--- config.mk ---
export PLATFORM = sky130hd
export DESIGN_NAME = native_bus_initiator_flat
export DESIGN_NICKNAME = d
export VERILOG_FILES = /design/src/rtl/native_bus_pkg.sv /design/src/rtl/native_bus_initiator_if.sv /design/src/rtl/native_bus_range_chk.sv /design/src/rtl/native_bus_initiator.sv /design/src/flat_wrapper.sv
export SDC_FILE = /design/constraint.sdc
export NUM_CORES = 1
export LEC_CHECK = 0
export ABC_AREA = 1
export CAP_MARGIN = 20
export CELL_PAD_IN_SITES_DETAIL_PLACEMENT = 2
export CELL_PAD_IN_SITES_GLOBAL_PLACEMENT = 2
export CORE_AREA = 2 2 85 87
export CTS_CLUSTER_SIZE = 20
export DETAILED_ROUTE_END_ITERATION = 8
export DIE_AREA = 0 0 87 89
export PLACE_DENSITY_LB_ADDON = 0.1
export SETUP_SLACK_MARGIN = 0.3
export SKIP_LAST_GASP = 1
export SLEW_MARGIN = 40
export SYNTH_ARGS = -nofsm -noshare
export SYNTH_HDL_FRONTEND = slang
export SYNTH_SLANG_ARGS = --single-unit
--- constraint.sdc ---
create_clock -name clk -period 1.6 [get_ports clk]
set_input_delay 0.48 -clock clk [delete_from_list [all_inputs] [get_ports clk]]
set_output_delay 0.48 -clock clk [all_outputs]
set_load 0.05 [all_outputs]
--- src/rtl/native_bus_pkg.sv ---
// native_bus_pkg: shared types and constants for the native parallel bus initiator and range checker
package native_bus_pkg;
    localparam int WAIT_W = 4;
    localparam int RANGE_W = 32;
    localparam logic [RANGE_W-1:0] DEFAULT_PARK_ADDR = '1;
    typedef enum logic [1:0] {IDLE, ACCESS, VERIFY, RESP} state_t;
    typedef struct packed {
        logic [RANGE_W-1:0] base;
        logic [RANGE_W-1:0] end_excl;
    } addr_range_t;
    function automatic addr_range_t make_range(input int unsigned base, input int unsigned end_excl);
        return '{base: RANGE_W'(base), end_excl: RANGE_W'(end_excl)};
    endfunction
endpackage

--- src/rtl/native_bus_initiator_if.sv ---
// native_bus_initiator_if: command/response handshakes plus the native bus (r_wn/addr/wdata/rdata)
// master: initiator view (drives cmd_ready, rsp_*, busy, r_wn, addr, wdata)
// slave:  host/endpoint view (drives cmd_*, rsp_ready, rdata)
interface native_bus_initiator_if #(
    parameter int ADDR_WIDTH = 8,
    parameter int DATA_WIDTH = 8
);
    logic                  cmd_valid;
    logic                  cmd_ready;
    logic                  cmd_r_wn;
    logic [ADDR_WIDTH-1:0] cmd_addr;
    logic [DATA_WIDTH-1:0] cmd_wdata;
    logic                  rsp_valid;
    logic                  rsp_ready;
    logic [DATA_WIDTH-1:0] rsp_rdata;
    logic                  rsp_err;
    logic                  busy;
    logic                  r_wn;
    logic [ADDR_WIDTH-1:0] addr;
    logic [DATA_WIDTH-1:0] wdata;
    logic [DATA_WIDTH-1:0] rdata;
    modport master (
        input  cmd_valid, cmd_r_wn, cmd_addr, cmd_wdata, rsp_ready, rdata,
        output cmd_ready, rsp_valid, rsp_rdata, rsp_err, busy, r_wn, addr, wdata
    );
    modport slave (
        output cmd_valid, cmd_r_wn, cmd_addr, cmd_wdata, rsp_ready, rdata,
        input  cmd_ready, rsp_valid, rsp_rdata, rsp_err, busy, r_wn, addr, wdata
    );
endinterface

--- src/rtl/native_bus_range_chk.sv ---
// native_bus_range_chk: combinational check that addr falls in either of two half-open windows
// Ports: addr (in), range0/range1 (in, {base, end_excl}), in_range (out)
module native_bus_range_chk
    import native_bus_pkg::*;
#(
    parameter int ADDR_WIDTH = 8
) (
    input  logic [ADDR_WIDTH-1:0] addr,
    input  addr_range_t           range0,
    input  addr_range_t           range1,
    output logic                  in_range
);
    logic [RANGE_W-1:0] a;
    assign a = RANGE_W'(addr);
    assign in_range = (a >= range0.base && a < range0.end_excl) || (a >= range1.base && a < range1.end_excl);
endmodule

--- src/rtl/native_bus_initiator.sv ---
// native_bus_initiator: single-outstanding host for the native bus; range-checks commands, holds the bus WAIT_CYCLES+1 cycles, returns one response each
// Ports: clk, rst (async, active-high), bus (native_bus_initiator_if.master: cmd_*, rsp_*, busy, r_wn/addr/wdata out, rdata in)
// Optional: define NATIVE_BUS_WR_VERIFY_EN to read back every in-range write and flag mismatches in rsp_err
module native_bus_initiator
    import native_bus_pkg::*;
#(
    parameter int ADDR_WIDTH = 8,
    parameter int DATA_WIDTH = 8,
    parameter int WAIT_CYCLES = 1,
    parameter int RANGE0_BASE = 0,
    parameter int RANGE0_END = 8,
    parameter int RANGE1_BASE = 32,
    parameter int RANGE1_END = 160,
    parameter logic [ADDR_WIDTH-1:0] PARK_ADDR = ADDR_WIDTH'(DEFAULT_PARK_ADDR)
) (
    input logic clk,
    input logic rst,
    native_bus_initiator_if.master bus
);
    localparam logic [WAIT_W-1:0] WAIT_INIT = WAIT_W'(WAIT_CYCLES);
    localparam addr_range_t RANGE0 = make_range(RANGE0_BASE, RANGE0_END);
    localparam addr_range_t RANGE1 = make_range(RANGE1_BASE, RANGE1_END);
    state_t                state_q, state_d;
    logic [WAIT_W-1:0]     cnt_q, cnt_d;
    logic                  cmd_ready_q, cmd_ready_d;
    logic                  rsp_valid_q, rsp_valid_d;
    logic [DATA_WIDTH-1:0] rsp_rdata_q, rsp_rdata_d;
    logic                  rsp_err_q, rsp_err_d;
    logic                  r_wn_q, r_wn_d;
    logic [ADDR_WIDTH-1:0] addr_q, addr_d;
    logic [DATA_WIDTH-1:0] wdata_q, wdata_d;
    logic                  in_range;

    native_bus_range_chk #(.ADDR_WIDTH(ADDR_WIDTH)) u_range_chk (
        .addr    (bus.cmd_addr),
        .range0  (RANGE0),
        .range1  (RANGE1),
        .in_range(in_range)
    );

    always_comb begin
        state_d = state_q;
        cnt_d = cnt_q;
        rsp_rdata_d = rsp_rdata_q;
        rsp_err_d = rsp_err_q;
        r_wn_d = r_wn_q;
        addr_d = addr_q;
        wdata_d = wdata_q;
        case (state_q)
            IDLE: if (bus.cmd_valid && cmd_ready_q) begin
                rsp_rdata_d = '0;
                if (in_range) begin
                    state_d = ACCESS;
                    cnt_d = WAIT_INIT;
                    r_wn_d = bus.cmd_r_wn;
                    addr_d = bus.cmd_addr;
                    wdata_d = bus.cmd_wdata;
                end else begin
                    state_d = RESP;
                    rsp_err_d = 1'b1;
                end
            end
            ACCESS: begin
                cnt_d = cnt_q - 1'b1;
                if (cnt_q == '0) begin
                    state_d = RESP;
                    rsp_rdata_d = r_wn_q ? bus.rdata : '0;
                    r_wn_d = 1'b1;
                    addr_d = PARK_ADDR;
                    wdata_d = '0;
`ifdef NATIVE_BUS_WR_VERIFY_EN
                    if (!r_wn_q) begin
                        // keep addr and the written data so the read-back can be compared
                        state_d = VERIFY;
                        cnt_d = WAIT_INIT;
                        addr_d = addr_q;
                        wdata_d = wdata_q;
                    end
`endif
                end
            end
`ifdef NATIVE_BUS_WR_VERIFY_EN
            VERIFY: begin
                cnt_d = cnt_q - 1'b1;
                if (cnt_q == '0) begin
                    state_d = RESP;
                    rsp_err_d = bus.rdata != wdata_q;
                    addr_d = PARK_ADDR;
                    wdata_d = '0;
                end
            end
`endif
            RESP: if (bus.rsp_ready) begin
                state_d = IDLE;
                rsp_err_d = 1'b0;
            end
            default: state_d = IDLE;
        endcase
        // handshake flags follow the state being entered so they stay registered
        cmd_ready_d = state_d == IDLE;
        rsp_valid_d = state_d == RESP;
    end

    always_ff @(posedge clk or posedge rst) begin
        if (rst) begin
            state_q <= IDLE;
            cnt_q <= '0;
            cmd_ready_q <= 1'b0;
            rsp_valid_q <= 1'b0;
            rsp_rdata_q <= '0;
            rsp_err_q <= 1'b0;
            r_wn_q <= 1'b1;
            addr_q <= PARK_ADDR;
            wdata_q <= '0;
        end else begin
            state_q <= state_d;
            cnt_q <= cnt_d;
            cmd_ready_q <= cmd_ready_d;
            rsp_valid_q <= rsp_valid_d;
            rsp_rdata_q <= rsp_rdata_d;
            rsp_err_q <= rsp_err_d;
            r_wn_q <= r_wn_d;
            addr_q <= addr_d;
            wdata_q <= wdata_d;
        end
    end

    assign bus.cmd_ready = cmd_ready_q;
    assign bus.rsp_valid = rsp_valid_q;
    assign bus.rsp_rdata = rsp_rdata_q;
    assign bus.rsp_err = rsp_err_q;
    assign bus.busy = state_q != IDLE;
    assign bus.r_wn = r_wn_q;
    assign bus.addr = addr_q;
    assign bus.wdata = wdata_q;
endmodule

--- src/flat_wrapper.sv ---
// flat-port wrapper written by rule: the top's interface ports become plain ports
module native_bus_initiator_flat import native_bus_pkg::*;
#(
    parameter int ADDR_WIDTH = 8,
    parameter int DATA_WIDTH = 8,
    parameter int WAIT_CYCLES = 1,
    parameter int RANGE0_BASE = 0,
    parameter int RANGE0_END = 8,
    parameter int RANGE1_BASE = 32,
    parameter int RANGE1_END = 160,
    parameter logic [ADDR_WIDTH-1:0] PARK_ADDR = ADDR_WIDTH'(DEFAULT_PARK_ADDR)
)
  (clk, rst, bus_cmd_valid, bus_cmd_r_wn, bus_cmd_addr, bus_cmd_wdata, bus_rsp_ready, bus_rdata, bus_cmd_ready, bus_rsp_valid, bus_rsp_rdata, bus_rsp_err, bus_busy, bus_r_wn, bus_addr, bus_wdata);
  native_bus_initiator_if #(.ADDR_WIDTH(ADDR_WIDTH), .DATA_WIDTH(DATA_WIDTH)) bus_i ();
  input logic clk;
  input logic rst;
  input wire logic [$bits(bus_i.cmd_valid)-1:0] bus_cmd_valid;
  input wire logic [$bits(bus_i.cmd_r_wn)-1:0] bus_cmd_r_wn;
  input wire logic [$bits(bus_i.cmd_addr)-1:0] bus_cmd_addr;
  input wire logic [$bits(bus_i.cmd_wdata)-1:0] bus_cmd_wdata;
  input wire logic [$bits(bus_i.rsp_ready)-1:0] bus_rsp_ready;
  input wire logic [$bits(bus_i.rdata)-1:0] bus_rdata;
  output wire logic [$bits(bus_i.cmd_ready)-1:0] bus_cmd_ready;
  output wire logic [$bits(bus_i.rsp_valid)-1:0] bus_rsp_valid;
  output wire logic [$bits(bus_i.rsp_rdata)-1:0] bus_rsp_rdata;
  output wire logic [$bits(bus_i.rsp_err)-1:0] bus_rsp_err;
  output wire logic [$bits(bus_i.busy)-1:0] bus_busy;
  output wire logic [$bits(bus_i.r_wn)-1:0] bus_r_wn;
  output wire logic [$bits(bus_i.addr)-1:0] bus_addr;
  output wire logic [$bits(bus_i.wdata)-1:0] bus_wdata;
  assign bus_i.cmd_valid = bus_cmd_valid;
  assign bus_i.cmd_r_wn = bus_cmd_r_wn;
  assign bus_i.cmd_addr = bus_cmd_addr;
  assign bus_i.cmd_wdata = bus_cmd_wdata;
  assign bus_i.rsp_ready = bus_rsp_ready;
  assign bus_i.rdata = bus_rdata;
  assign bus_cmd_ready = bus_i.cmd_ready;
  assign bus_rsp_valid = bus_i.rsp_valid;
  assign bus_rsp_rdata = bus_i.rsp_rdata;
  assign bus_rsp_err = bus_i.rsp_err;
  assign bus_busy = bus_i.busy;
  assign bus_r_wn = bus_i.r_wn;
  assign bus_addr = bus_i.addr;
  assign bus_wdata = bus_i.wdata;
  native_bus_initiator #(.ADDR_WIDTH(ADDR_WIDTH), .DATA_WIDTH(DATA_WIDTH), .WAIT_CYCLES(WAIT_CYCLES), .RANGE0_BASE(RANGE0_BASE), .RANGE0_END(RANGE0_END), .RANGE1_BASE(RANGE1_BASE), .RANGE1_END(RANGE1_END), .PARK_ADDR(PARK_ADDR)) u_core (.clk(clk), .rst(rst), .bus(bus_i));
endmodule
# [After elaboration in Yosys (flattened, before gate mapping)]
# Index checks and enable logic that the tools add are counted.
[word_totals] register_bits=34 in_bits=29
[classes] magnitude_cmp=4 muxes=28 n_eq_ne=8 reduce_logical=14 addsub=1
[ops] cell="two-way mux 8 bit" count=9
[ops] cell="case mux 8 bit (2 select lines)" count=3
[ops] cell="greater-or-equal comparator 8 x 1 -> 1 bit, second input constant" count=1
[ops] cell="greater-or-equal comparator 8 x 6 -> 1 bit, second input constant" count=1
[ops] cell="less-than comparator 8 x 4 -> 1 bit, second input constant" count=1
[ops] cell="less-than comparator 8 bit, second input constant" count=1
[ops] cell="two-way mux 2 bit" count=4
[ops] cell="two-way mux 4 bit" count=2
[ops] cell="case mux 4 bit (2 select lines)" count=1
[ops] cell="AND reduction 4 bit" count=2
[ops] cell="two-way mux 1 bit" count=6
[ops] cell="inequality test 2 x 1 -> 1 bit, second input constant" count=3
[ops] cell="case mux 2 bit (3 select lines)" count=1
[ops] cell="AND reduction 3 bit" count=2
[ops] cell="nonzero test 2 bit" count=3
[ops] cell="== test 2 bit, second input constant" count=2
[ops] cell="logical NOT 2 bit" count=2
[ops] cell="logical NOT 4 bit" count=1
[ops] cell="inequality test 2 bit, second input constant" count=2
[ops] cell="case mux 1 bit (2 select lines)" count=2
[ops] cell="subtractor 4 x 1 -> 4 bit, second input constant" count=1
[ops] cell="logical AND 1 bit" count=3
[ops] cell="== test 2 x 1 -> 1 bit, second input constant" count=1
[ops] cell="logical OR 1 bit" count=1

# [Depth between registers and ports, before layout]
[depth] word_depth=7 mapped_depth=9 mapped_depth_nobuf=8

# [By module]
# From an unflattened synthesis, not the netlist that was laid out.
[unflattened] cells_unflattened=415 area_unflattened_um2=2831.5
[modules_own_cells] module="native_bus_initiator" n_inst=1 cells_per_inst=193 area_per_inst_um2=1685.4
[modules_own_cells] module="native_bus_range_chk" n_inst=1 cells_per_inst=222 area_per_inst_um2=1146.1

# [Worst setup path after synthesis]
# OpenSTA, ideal clock, no wires.
[synth_path] path_type="reg-to-reg" start="register u_core.cmd_ready_q, in the netlist u_core.bus.cmd_ready" end="register u_core.wdata_q[7], in the netlist u_core.bus.wdata[7]" setup_slack_ns=0.088 t_arrival_ns=1.393 setup_time_ns=0.119 stages_incl_launch_ff=9 cell_sequence="dfrtp_1 nand2_1 nor2_4 inv_2 nand2_4 nand2_4 buf_6 nand2_1 nand2_1"
[synth_between] elab_chain_cells=3
[synth_lines] element="from (decl)" line_no="native_bus_initiator.sv:25" source="logic cmd_ready_q, cmd_ready_d;"
[synth_lines] element="from (signal assigned)" line_no="native_bus_initiator.sv:118" source="cmd_ready_q <= cmd_ready_d;"
[synth_lines] element="logical AND 1 bit" line_no="native_bus_initiator.sv:50" source="IDLE: if (bus.cmd_valid && cmd_ready_q) begin"
[synth_lines] element="inequality test 2 x 1 -> 1 bit (no line)"
[synth_lines] element="AND reduction 4 bit (no line)"
[synth_lines] element="to (signal assigned)" line_no="native_bus_initiator.sv:124" source="wdata_q <= wdata_d;"
[synth_lines] element="to (decl)" line_no="native_bus_initiator.sv:31" source="logic [DATA_WIDTH-1:0] wdata_q, wdata_d;"
# Every way passes these cells.
# A chain may end at the register's enable or synchronous reset.

# [Final worst setup path]
[layout_path] start="register u_core.state_q[0]" end="output bus_busy"
[layout_between] elab_chain_cells=1
[layout_lines] element="from (decl)" line_no="native_bus_initiator.sv:23" source="state_t state_q, state_d;"
[layout_lines] element="from (signal assigned)" line_no="native_bus_initiator.sv:116" source="state_q <= state_d;"
[layout_lines] element="nonzero test 2 bit" line_no="native_bus_initiator.sv:132" source="assign bus.busy = state_q != IDLE;"
[layout_lines] element="to (decl)" line_no="flat_wrapper.sv:27" source="output wire logic [$bits(bus_i.busy)-1:0] bus_busy;"
# Every way passes these cells.

==> results.yml <==
synth:
  synth_cell_types: 20
  ys_seq_area_frac: 0.522
  yosysWarnings: 0
  synth.avg_cell_area_um2: 8.22
  ys_ff_latch: 34
  syn_area_mm2: 0.00165
  syn-num-nets: 232
  synthCells: 201
flow_run:
  drv_cap: 0
sta:
  worstMarginPinSlew_ns: 0.359
  hold_viol_final: 0
  finalCritPeriodShare: 0.956
  maxSlewViolCount: 0
  finalSetupViolCount: 0
  fmax_ghz: 0.654
  period_minus_slack_ns: 1.53
  skew_ns: 0.0105
  rsz0062_at_grt: "true"
  relSlewSlack: 0.761
routing:
  num_vias: 1766
  ant_nets: 0
  drtPass1Iterations: 4
  vias_per_cell: 4.49
  wl_per_cell_um: 18.1
  drc: 0
  drt_first_iter_violations: 40
  drt_wl_total_mm: 7.11
placement:
  gp_congestion: 0.731
  dp_hpwl_mm: 3.86
  portBuffers: 57
die:
  start_util: 0.246
  die_x_um: 87
  io_pins: 58
  die_h_um: 89
  die_area_mm2: 0.00774
  core_mm2: 0.00672
  row_count: 30
power_and_ir_drop:
  internal-power_w: 0.00453
  p_leak_nw: 1.64
  vdd_drop_max_v: 0.00100
  switching_share: 0.460
  p_per_area_mw_per_mm2: 2440
  pwr-share-seq: 0.216
  finalPower_w: 0.00840
  clockPowerShare: 0.097
  switching_power_w: 0.00386
  p_comb_frac: 0.687
cells_and_area:
  mostFrequentLayoutCells: "42 x buf_4, 40 x nand2_1, 34 x buf_12"
  final_core_util: 0.513
  final_common_cell: "buf_4"
  n_antenna_cell: 0
  area_growth_pct: 109
  fin_nets: 343
  drive_above_1_share: 0.565
global_route:
  grt_pass1_vias: 1918
  grt_max_degree: 35
  grtUsageTotal: 0.163
  antenna_found_initial: 0
  grt_pass1_wl_mm: 9.65
  grt_overflow: 0
worst_setup_path:
  worstPathArrival_ns: 1.05
  start_kind: "flip-flop"
  r2r_slack_ns: 0.09
  slowest_delay_ns: 0.41
  crit_chain: "nor2_4 > inv_4 > buf_12"
  cp-end-kind: "primary output"
  path_max_fanout: 2
  crit_slowest_cell: "dfrtp_1"
  cp_top_family: "flip-flops"
  criticalPathCategory: "flip-flop to primary output"
  cp.required_ns: 1.12
  cp_num_buf_inv: 2
cts:
  cts_buffer_depth: 2
  cts-hold-fix-buffers: 0
  numCtsBuffers: 5
  clk_pin_slew_ns: 0.08
  numClockSinks: 34
  root_buffer: "clkbuf_8"
  cts_tree: "done"
  h-tree-depth: 2
  clk_latency_ns: 0.30
worst_hold_path:
  min_path_type: "flip-flop to flip-flop"
status:
  status: "finished clean"
## worst paths after layout
kind                               startpoint             endpoint  depth (start not counted)
setup / recovery            u_core.state_q[0]             bus_busy                          3
hold / removal             u_core.bus.addr[6]   u_core.bus.addr[6]                          2
setup reg to reg            u_core.state_q[0]  u_core.bus.wdata[0]                         10
hold reg to reg            u_core.bus.addr[6]   u_core.bus.addr[6]                          2
max in group asynchronous                 rst      u_core.bus.r_wn                          3
min in group asynchronous                 rst  u_core.bus.wdata[7]                          3
## Yosys cell counts
library cell | n | area share
a21oi_1 | 3 | 0.0091
buf_2 | 2 | 0.0061
buf_4 | 4 | 0.018
buf_6 | 1 | 0.0068
dfrtp_1 | 25 | 0.38
dfstp_2 | 9 | 0.14
ha_1 | 2 | 0.015
inv_1 | 18 | 0.041
inv_2 | 3 | 0.0068
nand2_1 | 67 | 0.15
nand2_4 | 2 | 0.014
nand3_1 | 30 | 0.091
nand3_2 | 2 | 0.012
nand3b_1 | 3 | 0.014
nor2_1 | 15 | 0.034
nor2_2 | 3 | 0.011
nor2_4 | 1 | 0.0068
nor3_1 | 1 | 0.0030
o21ai_0 | 1 | 0.0030
or2_2 | 9 | 0.034
## sequential cells by signal (all words and copies together) (netlist names)
register / flops
u_core.bus.addr: 8
u_core.bus.rsp_rdata: 8
u_core.bus.wdata: 8
u_core.cnt_q: 4
u_core.state_q: 2
u_core.bus.cmd_ready: 1
u_core.bus.r_wn: 1
u_core.bus.rsp_err: 1
u_core.bus.rsp_valid: 1
## cell type report
cell class                 count  area [um2]
timing repair buffer         110        1330
inverter                      21        85.1
clock buffer                   5        68.8
sequential                    34         866
multi-input combinational    140         953
tap                           80         100
clock inverter                 3        40.0
fill                         677        3270
## power by group through the flow
stage / registers (W) / logic, W / clock network [W]
after global routing: 0.00186 / 0.00612 / 0.000872
after global placement: 0.00180 / 0.00423 / 0
final: 0.00181 / 0.00577 / 0.000814
after floorplan: 0.00268 / 0.00134 / 0
after CTS: 0.00178 / 0.00504 / 0.000824
after detailed placement: 0.00182 / 0.00430 / 0
## worst register-to-register path, delay by kind of cell, from the launching register on
| family | cells | cell delay (ns) |
|---|---|---|
| buffers and inverters | 5 | 0.54 |
| AND/OR/NAND/NOR | 5 | 0.49 |
| flip-flops | 1 | 0.41 |
## kinds of logic (layout without fill, tap and decap cells)
logic type,after synthesis,in the layout,synth area share
AO/OA/AOI/OAI,4,4,0.0121
buffers and inverters,28,139,0.0788
AND/OR/NAND/NOR,133,134,0.372
adder cells (fa/ha/maj),2,2,0.0151
flip-flops,34,34,0.522
## layer usage
| metal | share of wire | wire (um) | vias to the layer above | global-route usage |
|---|---|---|---|---|
| met2 | 0.52 | 3670 | 41 | 0.277 |
| met5 | 0 | 0 | - | 0 |
| met3 | 0.032 | 224 | 10 | 0.0332 |
| met1 | 0.44 | 3110 | 871 | 0.211 |
| met4 | 0.014 | 99 | 0 | 0.0469 |
| li1 | - | - | 844 | - |
## per-stage QoR
stage                     cells  hold slack, ns  setup TNS [ns]  worst slack, ns  area, um2
after floorplan             201           0.464               0            0.270       1670
after global placement      345           0.473           -6.21           -0.225       2690
after detailed placement    345           0.485           -7.85           -0.302       2690
after CTS                   372           0.519               0           0.0639       3130
after global routing        393           0.551        -0.00682         -0.00368       3450
final                       393           0.538               0           0.0710       3450
## repair_timing
action,4_1_cts,5_1_grt
resized for setup,47,43
gates cloned,1,0
endpoints found under the setup margin,61,63
endpoints found under the hold margin,0,0
buffers inserted,18,21
pin swaps,21,35
No activity file was read; power rests on OpenSTA's default activity.
